==> src/rtl/dsp48a1_slice.sv <==
`default_nettype none
// ============================================================================
// Module      : dsp48a1_slice
// Description : Multiply-accumulate slice after the Spartan-6 DSP48A1.
//               18-bit pre-adder/subtracter -> 18x18 unsigned multiplier ->
//               48-bit post-adder/subtracter with optional pipeline registers.
//               OPMODE selects the X/Z operands, the carry-in and add/sub.
//
// Ports       : clk, rst_n (async, active low)
//               A, B, Bcin, D (18) ; C, PCIN (48) ; carryIn ; OPMODE (8)
//               RSTA/B/C/D/M/P/CarryIn, RST_OPMODE : sync clears per group
//               CEA/B/C/D/M/P/CarryIn, CE_OPMODE   : clock enables per group
//               Bcout (18), M (36), P (48), Pcout (48), CarryOut, CarryOutF
//
// Options     : macro DSP_BCIN_SEL_EN - when defined, B_INPUT = "CASCADE"
//               feeds Bcin into the B0 stage; otherwise B0 always takes B.
//
// Revision    : 1.0 - initial release
// ============================================================================
module dsp48a1_slice #(
    parameter int    A0REG       = 0,
    parameter int    A1REG       = 1,
    parameter int    B0REG       = 0,
    parameter int    B1REG       = 1,
    parameter int    CREG        = 1,
    parameter int    DREG        = 1,
    parameter int    MREG        = 1,
    parameter int    PREG        = 1,
    parameter int    CARRYINREG  = 1,
    parameter int    CARRYOUTREG = 1,
    parameter int    OPMODEREG   = 1,
    parameter string CARRYINSEL  = "OPMODE5",
    parameter string B_INPUT     = "DIRECT"
) (
    input  logic        clk,
    input  logic        rst_n,
    input  logic [17:0] A,
    input  logic [17:0] B,
    input  logic [17:0] Bcin,
    input  logic [17:0] D,
    input  logic [47:0] C,
    input  logic [47:0] PCIN,
    input  logic        carryIn,
    input  logic [7:0]  OPMODE,
    input  logic        RSTA,
    input  logic        RSTB,
    input  logic        RSTC,
    input  logic        RSTD,
    input  logic        RSTM,
    input  logic        RSTP,
    input  logic        RSTCarryIn,
    input  logic        RST_OPMODE,
    input  logic        CEA,
    input  logic        CEB,
    input  logic        CEC,
    input  logic        CED,
    input  logic        CEM,
    input  logic        CEP,
    input  logic        CECarryIn,
    input  logic        CE_OPMODE,
    output logic [17:0] Bcout,
    output logic [35:0] M,
    output logic [47:0] P,
    output logic [47:0] Pcout,
    output logic        CarryOut,
    output logic        CarryOutF
);

    localparam bit c_cin_from_opmode = (CARRYINSEL == "OPMODE5");
    localparam bit c_b_cascade       = (B_INPUT == "CASCADE");

    logic [17:0] w_a0;
    logic [17:0] w_a1;
    logic [17:0] w_b0_in;
    logic [17:0] w_b0;
    logic [17:0] w_b1_in;
    logic [17:0] w_b1;
    logic [17:0] w_d;
    logic [17:0] w_preadd;
    logic [47:0] w_c;
    logic [7:0]  w_opmode;
    logic [35:0] w_m_in;
    logic [35:0] w_m;
    logic [47:0] w_x;
    logic [47:0] w_z;
    logic        w_cin;
    logic        w_cyi;
    logic [48:0] w_post;
    logic [47:0] w_p;
    logic        w_cyo;

    // ------------------------------------------------------------------------
    // B0 source selection
    // ------------------------------------------------------------------------
`ifdef DSP_BCIN_SEL_EN
    assign w_b0_in = c_b_cascade ? Bcin : B;
`else
    // Cascade input is not wired into the datapath in this build.
    logic w_unused_bcin;
    assign w_unused_bcin = ^{Bcin, c_b_cascade};
    assign w_b0_in       = B;
`endif

    // ------------------------------------------------------------------------
    // Input stage registers: each is a flop only when its parameter is 1.
    // Priority: async rst_n > sync RSTx > CEx load > hold.
    // ------------------------------------------------------------------------
    generate
        if (A0REG == 1) begin : g_a0_reg
            logic [17:0] r_a0;
            always_ff @(posedge clk or negedge rst_n) begin
                if (!rst_n)    r_a0 <= '0;
                else if (RSTA) r_a0 <= '0;
                else if (CEA)  r_a0 <= A;
            end
            assign w_a0 = r_a0;
        end else begin : g_a0_wire
            assign w_a0 = A;
        end

        if (A1REG == 1) begin : g_a1_reg
            logic [17:0] r_a1;
            always_ff @(posedge clk or negedge rst_n) begin
                if (!rst_n)    r_a1 <= '0;
                else if (RSTA) r_a1 <= '0;
                else if (CEA)  r_a1 <= w_a0;
            end
            assign w_a1 = r_a1;
        end else begin : g_a1_wire
            assign w_a1 = w_a0;
        end

        if (B0REG == 1) begin : g_b0_reg
            logic [17:0] r_b0;
            always_ff @(posedge clk or negedge rst_n) begin
                if (!rst_n)    r_b0 <= '0;
                else if (RSTB) r_b0 <= '0;
                else if (CEB)  r_b0 <= w_b0_in;
            end
            assign w_b0 = r_b0;
        end else begin : g_b0_wire
            assign w_b0 = w_b0_in;
        end

        if (B1REG == 1) begin : g_b1_reg
            logic [17:0] r_b1;
            always_ff @(posedge clk or negedge rst_n) begin
                if (!rst_n)    r_b1 <= '0;
                else if (RSTB) r_b1 <= '0;
                else if (CEB)  r_b1 <= w_b1_in;
            end
            assign w_b1 = r_b1;
        end else begin : g_b1_wire
            assign w_b1 = w_b1_in;
        end

        if (CREG == 1) begin : g_c_reg
            logic [47:0] r_c;
            always_ff @(posedge clk or negedge rst_n) begin
                if (!rst_n)    r_c <= '0;
                else if (RSTC) r_c <= '0;
                else if (CEC)  r_c <= C;
            end
            assign w_c = r_c;
        end else begin : g_c_wire
            assign w_c = C;
        end

        if (DREG == 1) begin : g_d_reg
            logic [17:0] r_d;
            always_ff @(posedge clk or negedge rst_n) begin
                if (!rst_n)    r_d <= '0;
                else if (RSTD) r_d <= '0;
                else if (CED)  r_d <= D;
            end
            assign w_d = r_d;
        end else begin : g_d_wire
            assign w_d = D;
        end

        if (OPMODEREG == 1) begin : g_opmode_reg
            logic [7:0] r_opmode;
            always_ff @(posedge clk or negedge rst_n) begin
                if (!rst_n)          r_opmode <= '0;
                else if (RST_OPMODE) r_opmode <= '0;
                else if (CE_OPMODE)  r_opmode <= OPMODE;
            end
            assign w_opmode = r_opmode;
        end else begin : g_opmode_wire
            assign w_opmode = OPMODE;
        end
    endgenerate

    // ------------------------------------------------------------------------
    // Pre-adder (wraps modulo 2^18) and B1 source
    // ------------------------------------------------------------------------
    assign w_preadd = w_opmode[6] ? (w_d - w_b0) : (w_d + w_b0);
    assign w_b1_in  = w_opmode[4] ? w_preadd : w_b0;

    // ------------------------------------------------------------------------
    // Multiplier and M stage
    // ------------------------------------------------------------------------
    assign w_m_in = {18'b0, w_a1} * {18'b0, w_b1};

    generate
        if (MREG == 1) begin : g_m_reg
            logic [35:0] r_m;
            always_ff @(posedge clk or negedge rst_n) begin
                if (!rst_n)    r_m <= '0;
                else if (RSTM) r_m <= '0;
                else if (CEM)  r_m <= w_m_in;
            end
            assign w_m = r_m;
        end else begin : g_m_wire
            assign w_m = w_m_in;
        end
    endgenerate

    // ------------------------------------------------------------------------
    // Post-adder operand muxes and carry-in
    // ------------------------------------------------------------------------
    always_comb begin
        w_x = '0;
        case (w_opmode[1:0])
            2'd0:    w_x = '0;
            2'd1:    w_x = {12'b0, w_m};
            2'd2:    w_x = w_p;
            default: w_x = {w_d[11:0], w_a1, w_b1};
        endcase
    end

    always_comb begin
        w_z = '0;
        case (w_opmode[3:2])
            2'd0:    w_z = '0;
            2'd1:    w_z = PCIN;
            2'd2:    w_z = w_p;
            default: w_z = w_c;
        endcase
    end

    assign w_cin = c_cin_from_opmode ? w_opmode[5] : carryIn;

    generate
        if (CARRYINREG == 1) begin : g_cyi_reg
            logic r_cyi;
            always_ff @(posedge clk or negedge rst_n) begin
                if (!rst_n)          r_cyi <= 1'b0;
                else if (RSTCarryIn) r_cyi <= 1'b0;
                else if (CECarryIn)  r_cyi <= w_cin;
            end
            assign w_cyi = r_cyi;
        end else begin : g_cyi_wire
            assign w_cyi = w_cin;
        end
    endgenerate

    // 49-bit post-adder: bit 48 is the carry for addition and the borrow
    // (result negative) for subtraction.
    assign w_post = w_opmode[7]
                  ? ({1'b0, w_z} - ({1'b0, w_x} + {48'b0, w_cyi}))
                  : ({1'b0, w_z} + {1'b0, w_x} + {48'b0, w_cyi});

    // ------------------------------------------------------------------------
    // Output stage. With PREG = 0 and X or Z selecting P the feedback path
    // becomes a combinational loop, so feedback OPMODEs need PREG = 1.
    // ------------------------------------------------------------------------
    generate
        if (PREG == 1) begin : g_p_reg
            logic [47:0] r_p;
            always_ff @(posedge clk or negedge rst_n) begin
                if (!rst_n)    r_p <= '0;
                else if (RSTP) r_p <= '0;
                else if (CEP)  r_p <= w_post[47:0];
            end
            assign w_p = r_p;
        end else begin : g_p_wire
            assign w_p = w_post[47:0];
        end

        // The carry-out flop shares the carry-in clear/enable group.
        if (CARRYOUTREG == 1) begin : g_cyo_reg
            logic r_cyo;
            always_ff @(posedge clk or negedge rst_n) begin
                if (!rst_n)          r_cyo <= 1'b0;
                else if (RSTCarryIn) r_cyo <= 1'b0;
                else if (CECarryIn)  r_cyo <= w_post[48];
            end
            assign w_cyo = r_cyo;
        end else begin : g_cyo_wire
            assign w_cyo = w_post[48];
        end
    endgenerate

    assign Bcout     = w_b1;
    assign M         = w_m;
    assign P         = w_p;
    assign Pcout     = w_p;
    assign CarryOut  = w_cyo;
    assign CarryOutF = w_cyo;

endmodule
`default_nettype wire

==> config.mk <==
export PLATFORM = sky130hd
export DESIGN_NAME = dsp48a1_slice
export DESIGN_NICKNAME = d
export VERILOG_FILES = /design/src/rtl/dsp48a1_slice.sv
export SDC_FILE = /design/constraint.sdc
export NUM_CORES = 2
export LEC_CHECK = 0
export BUFFER_PORTS_ARGS = -buffer_cell sky130_fd_sc_hd__buf_2
export CAP_MARGIN = 30
export CORE_UTILIZATION = 57
export CTS_CLUSTER_DIAMETER = 100
export DETAILED_ROUTE_END_ITERATION = 10
export PLACE_DENSITY_LB_ADDON = 0.25
export SYNTH_ARGS = -nofsm -noshare
export SYNTH_HDL_FRONTEND = slang
export SYNTH_SLANG_ARGS = --single-unit
==> constraint.sdc <==
create_clock -name clk -period 19.1 [get_ports clk]
set_input_delay 3.82 -clock clk [delete_from_list [all_inputs] [get_ports clk]]
set_output_delay 3.82 -clock clk [all_outputs]
set_load 0.01 [all_outputs]
; ---- Word level (Yosys, flattened, before mapping)
; Cells that the tools add are included.
[word_totals]
register_bits = 196
input_bits = 195
word_cells = 53
[classes]
addsub = 6
multipliers = 1
eq_ne = 4
mux = 23
n_reduce_logical = 10
[op_table]
columns = op, n
row1 = $pmux W48 S3, 2
row2 = $mux W48, 4
row3 = $mux W18, 8
row4 = $mux W36, 2
row5 = $add A48 B1 Y49, 1
row6 = $add A48 B48 Y49, 1
row7 = $add A49 B1 Y49, 1
row8 = $mux W49, 1
row9 = $sub A48 B49 Y49, 1
row10 = $mul A18 B18 Y36, 1
row11 = $add A18 B18 Y18, 1
row12 = $sub A18 B18 Y18, 1
row13 = $mux W8, 2
row14 = $reduce_bool A2 Y1, 8
row15 = $eq A2 B1 Y1 const B, 2
row16 = $eq A2 B2 Y1 const B, 2
row17 = $logic_not A2 Y1, 2
row18 = $mux W1, 4

; ---- Logic depth before layout (Yosys ltp)
[logic_depth]
word_depth = 7
mapped_depth = 26
depth_no_buf = 25

; ---- Least setup slack after synthesis
; No wires, ideal clock.
[synth_timing]
kind = input -> register
startpoint = input PCIN[0]
endpoint = register g_p_reg.r_p[42] (netlist: P[42])
setup_time_ps = 111
t_arrival_ps = 6870
required_ps = 18989
slack_ps = 12119
cell_stages = 15
path_buffers = 0
cell_sequence = a22o_1 > fa_1 > inv_1 > fa_1 > and2b_1 > o31a_1 > o21ai_0 > a21oi_1 > o2111ai_4 > o21ai_4 > a21oi_2 > o31ai_4 > a41oi_1 > xor2_1 > a2111oi_2
[synth_between]
elab_chain_len = 6
word_cells_on_any_way = 7
[synth_lines]
columns = element, line
row1 = from (decl), 42  ; input logic [47:0] PCIN,
row2 = $pmux W48 S3 *, 234  ; case (w_opmode[3:2])
row3 = $add A48 B48 Y49, 262  ; : ({1'b0, w_z} + {1'b0, w_x} + {48'b0, w_cyi});
row4 = $add A49 B1 Y49, 262
row5 = $mux W49 *, 261  ; ? ({1'b0, w_z} - ({1'b0, w_x} + {48'b0, w_cyi}))
row6 = $mux W48 *, 274  ; else if (CEP) r_p <= w_post[47:0];
row7 = $mux W48 *, 273  ; else if (RSTP) r_p <= '0;
row8 = to (signal assigned), 274
row9 = to (decl), 270  ; logic [47:0] r_p;
; Every way passes the cells marked *; elsewhere a longest branch is shown, timed or not. The select of a mux whose other input is x is not followed.
; A chain may end at the register's enable or synchronous reset.

; ---- Worst setup path in the final report
[layout_timing]
startpoint = register g_b1_reg.r_b1[3] (netlist: Bcout[3])
endpoint = register g_m_reg.r_m[33] (netlist: M[33])
[layout_between]
elab_chain_len = 3
[layout_lines]
columns = element, line
row1 = from (decl), 146  ; logic [17:0] r_b1;
row2 = from (signal assigned), 150  ; else if (CEB) r_b1 <= w_b1_in;
row3 = $mul A18 B18 Y36, 203  ; assign w_m_in = {18'b0, w_a1} * {18'b0, w_b1};
row4 = $mux W36, 211  ; else if (CEM) r_m <= w_m_in;
row5 = $mux W36, 210  ; else if (RSTM) r_m <= '0;
row6 = to (signal assigned), 211
row7 = to (decl), 207  ; logic [35:0] r_m;
; Every way passes these cells. The select of a mux whose other input is x is not followed.

==> results.md <==
- Status: complete, no violations
- Worst r2r src: Bcout[3]$_DFFE_PN0P_
- CTS tree: yes
- Measured slew at the worst slew-check pin: 1.129 ns
- Number of global-route vias before repair: 24693
- Sequential share of the synthesized area: 17.49%
- Compound-Gate Fraction of Synth Area: 14.36%
- Syn_nets: 3967
- Core Box Area: 0.04815 mm^2
- Largest net degree at the start of global routing: 65
- Startpoint types: register
- Max Clock Skew: 0.01500 ns
- Post-CTS sizing: 0
- Total global-route track usage: 36.83%
- Post-synthesis xor/xnor area fraction: 4.436%
- Ratio of cells with drive above 1 in the final layout: 14.60%
- Clk_lat worst skew: 0.51 ns
- Synth Warn #: 0
- First-pass GRT wire length: 140700 um
- Post-DP HPWL: 69260 um
- Min Tclk post-route: 7.561 ns
- Nets: 4115
- Final Hold Viols: 0
- Worst Path Required: 19.51 ns
- IO Pins: 347
- First-pass DRT Iterations: 5
- Die H: 223.8 um
- CP endpoint kind: register
- Number of vias per cell: 5.979
- Post-synthesis register bit count: 196
- Cell area after synthesis: 0.02804 mm^2
- Post-cts hold buffer count: 0
- Worst-path clk slew: 0.08 ns
- Post-route design area: 0.03038 mm^2
- Port bufs: 327
- Die area: 0.05008 mm^2
- Max Slew Vio Count: 0
- Asr flop ratio synth: 100.0%
- RSZ-0062 raised after global routing: no
- CTS sink count: 196
- Hold Path End: g_c_reg.r_c[12]$_DFFE_PN0P_
- Vias: 24287
- Max incr delay on CP: 1.06 ns
- Number of remaining DRC errors: 0
- Finished Layout Cells: 4062
- Cells after DPL: 4026
- LEAKAGE: 15.85 nW
- Remaining antenna violation count: 0
- Dominant synthesized flop cell: dfrtp_1
- Post-CTS Setup Bufs: 0
- Worst-path fanout max: 21
- Library cells used by synthesis: 76
- Initial Util: 58.23%
- H-tree depth: 4
- Synthesized instance count: 3244
- Hold path depth: 2
- Final period util: 39.59%
- DR WL/cell: 22.26 um
- EDFF count, synth: 0
- Post-DP Area: 0.02973 mm^2
- Number of fill cells in the layout: 4143
- WS Path Type: reg -> reg
- Global placement routability congestion: 0.9588
- PnR worst setup slack: 11.54 ns
- Main combinational cell family by area after synthesis: adder cells
- Cell Chain, Critical Path: nand2_1, fa_1, fa_1, fa_1, inv_1, fa_1, fa_1, inv_1, fa_1, inv_1, ha_1, and3_1, nor4bb_1, a31oi_1, o31a_1, a21oi_1, a41oi_1, a31oi_1, o22ai_1, xor2_1, a211oi_1
- Avg Inst Size Synth: 8.642 um^2
- CP arrival: 7.97 ns
- Hold Crit Class: reg -> reg
- Worst vdd ir: 0.00005264 V
- Drt total wl: 90410 um
- Total congestion overflow: 0
- Initial antenna violation count: 1
- Clock root cell: clkbuf_16
- Critical-path top delay cell: dfrtp_1
- Pre-CTS WS: 11.27 ns
- Min-delay src: g_c_reg.r_c[12]$_DFFE_PN0P_
- Reg2Reg Depth: 21
- Most frequent CP cell: fa_1
- Relative slew margins: 24.75%
- Clock Tree Buf Depth: 2
- Row count: 80
- Synth Area in Adders: 30.55%
- Reg2reg end: M[33]$_DFFE_PN0P_
- Post-Synth Simple-Gate Area: 14.66%
- TritonCTS Buffers: 17
- 1st-iter DRT viols: 2044
- Reg-to-reg setup timing slack: 11.54 ns
- TNS Setup: 0 ns
- Max Fclk: 132.3 MHz
- Pwr Density: 58.29 mW/mm^2
- Max_cap viols: 0
- Area growth from synthesis to layout: 8.372%
- Endpoints failing setup: 0
- Multiplexer share of the synthesized area: 8.837%
- Die X: 223.8 um
## synthesized netlist by cell type (6+ instances only)
cell type,count,area share [%]
o31a_1,6,0.19
a21o_1,73,2.0
nand2b_1,20,0.45
a211oi_1,35,0.94
o211ai_1,15,0.40
nor3b_1,6,0.16
and3_1,15,0.33
a22oi_1,14,0.37
o21ai_0,83,1.5
xor2_1,54,1.7
and2_1,140,3.1
nor2b_1,32,0.71
nor3_1,26,0.46
or3_1,8,0.18
buf_4,49,1.3
mux2i_1,153,5.5
o21bai_1,20,0.54
inv_1,439,5.9
nor2_1,266,3.6
a21oi_1,151,2.7
ha_1,267,12
dfrtp_1,196,17
o21a_1,19,0.51
a31oi_1,19,0.42
nand2_1,297,4.0
a41oi_1,8,0.25
mux2_2,84,3.4
a22o_1,85,2.7
o221ai_1,7,0.22
nand3_1,25,0.45
xnor2_1,88,2.7
clkbuf_1,157,2.1
fa_1,261,19
buf_1,22,0.29
nand4_1,24,0.54
## cells in the final DEF (no fill, tap or decap), types with 19 or more instances in the layout
cell type	netlist	layout
inv_1	439	439
buf_2	4	326
nand2_1	297	297
ha_1	267	267
nor2_1	266	266
fa_1	261	261
dfrtp_1	196	193
mux2i_1	153	153
a21oi_1	151	151
and2_1	140	140
xnor2_1	88	88
a22o_1	85	85
mux2_2	84	84
o21ai_0	83	83
a21o_1	73	73
xor2_1	54	54
a211oi_1	35	35
nor2b_1	32	30
buf_4	49	29
nor3_1	26	26
nand3_1	25	25
nand4_1	24	24
o21bai_1	20	20
nand2b_1	20	20
a31oi_1	19	19
o21a_1	19	19
## routing by layer
metal	share of wire, %	track usage [%]	vias up	wire [um]
li1	-	-	10950	-
met1	43	50.42	12088	38550
met3	7.7	6.453	201	6932
met4	3.8	14.94	2	3467
met5	0.011	0	-	10
met2	46	57.90	1046	41450
## layout make-up
class	instances	area [um^2]	area share, %
diodes	1	2.502	0.008236
clock buffers	18	439.2	1.445
flip-flops and latches	196	4908	16.16
well taps	656	820.8	2.701
multi-input cells	2377	20430	67.25
inverters	439	1648	5.424
clock inverters	14	137.6	0.4530
repair buffers	361	1993	6.560
## critical path, delay by kind of cell, from the launching register on
family | cells | cell delay (ns)
DFF | 1 | 1.06
and+or+nand+nor | 3 | 0.90
adders and majority gates | 7 | 3.52
buffers and inverters | 3 | 0.15
xor gates and xnor gates | 1 | 0.19
AOI/OAI and AO/OA | 7 | 1.62
## through the flow
stage | utilization, % | total power [mW] | hold slack, ns
final | 63.11 | 1.771 | 0.5220
after global routing | 63.10 | 1.884 | 0.5496
after CTS | 62.94 | 1.763 | 0.5253
after detailed placement | 61.75 | 1.377 | 0.5042
after global placement | 61.63 | 1.354 | 0.4967
after floorplan | - | 1.114 | 0.4804
## state kept, by name, summed over array words and instances (netlist names)
name,count
g_a1_reg.r_a1,18
M,36
g_cyi_reg.r_cyi,1
g_d_reg.r_d,18
CarryOut,1
P,48
g_opmode_reg.r_opmode,8
g_c_reg.r_c,48
Bcout,18
## power breakdown
part / total [mW] / switching, mW / leakage, nW / internal [mW]
clock: 0.381 / 0.204 / 0.284 / 0.177
combinational: 0.862 / 0.506 / 13.0 / 0.356
sequential: 0.528 / 0.0797 / 2.61 / 0.448
total: 1.77 / 0.790 / 15.9 / 0.981
## kinds of logic after synthesis
group           Yosys count
fa+ha+maj               528
flops                   196
xor+xnor                142
compound gates          586
buf+inv                 671
simple gates            884
mux                     237
## worst max path at each step
stage                              start                 to  slack, ns
CTS                 Bcout[3]$_DFFE_PN0P_  M[33]$_DFFE_PN0P_      11.69
floorplan                        PCIN[0]  P[42]$_DFFE_PN0P_      12.12
global route        Bcout[3]$_DFFE_PN0P_  M[33]$_DFFE_PN0P_      11.27
global placement                 PCIN[0]  P[42]$_DFFE_PN0P_      11.34
detailed placement               PCIN[0]  P[42]$_DFFE_PN0P_      11.27
finish              Bcout[3]$_DFFE_PN0P_  M[33]$_DFFE_PN0P_      11.54
Note: power is estimated with default switching activity, not from simulation.
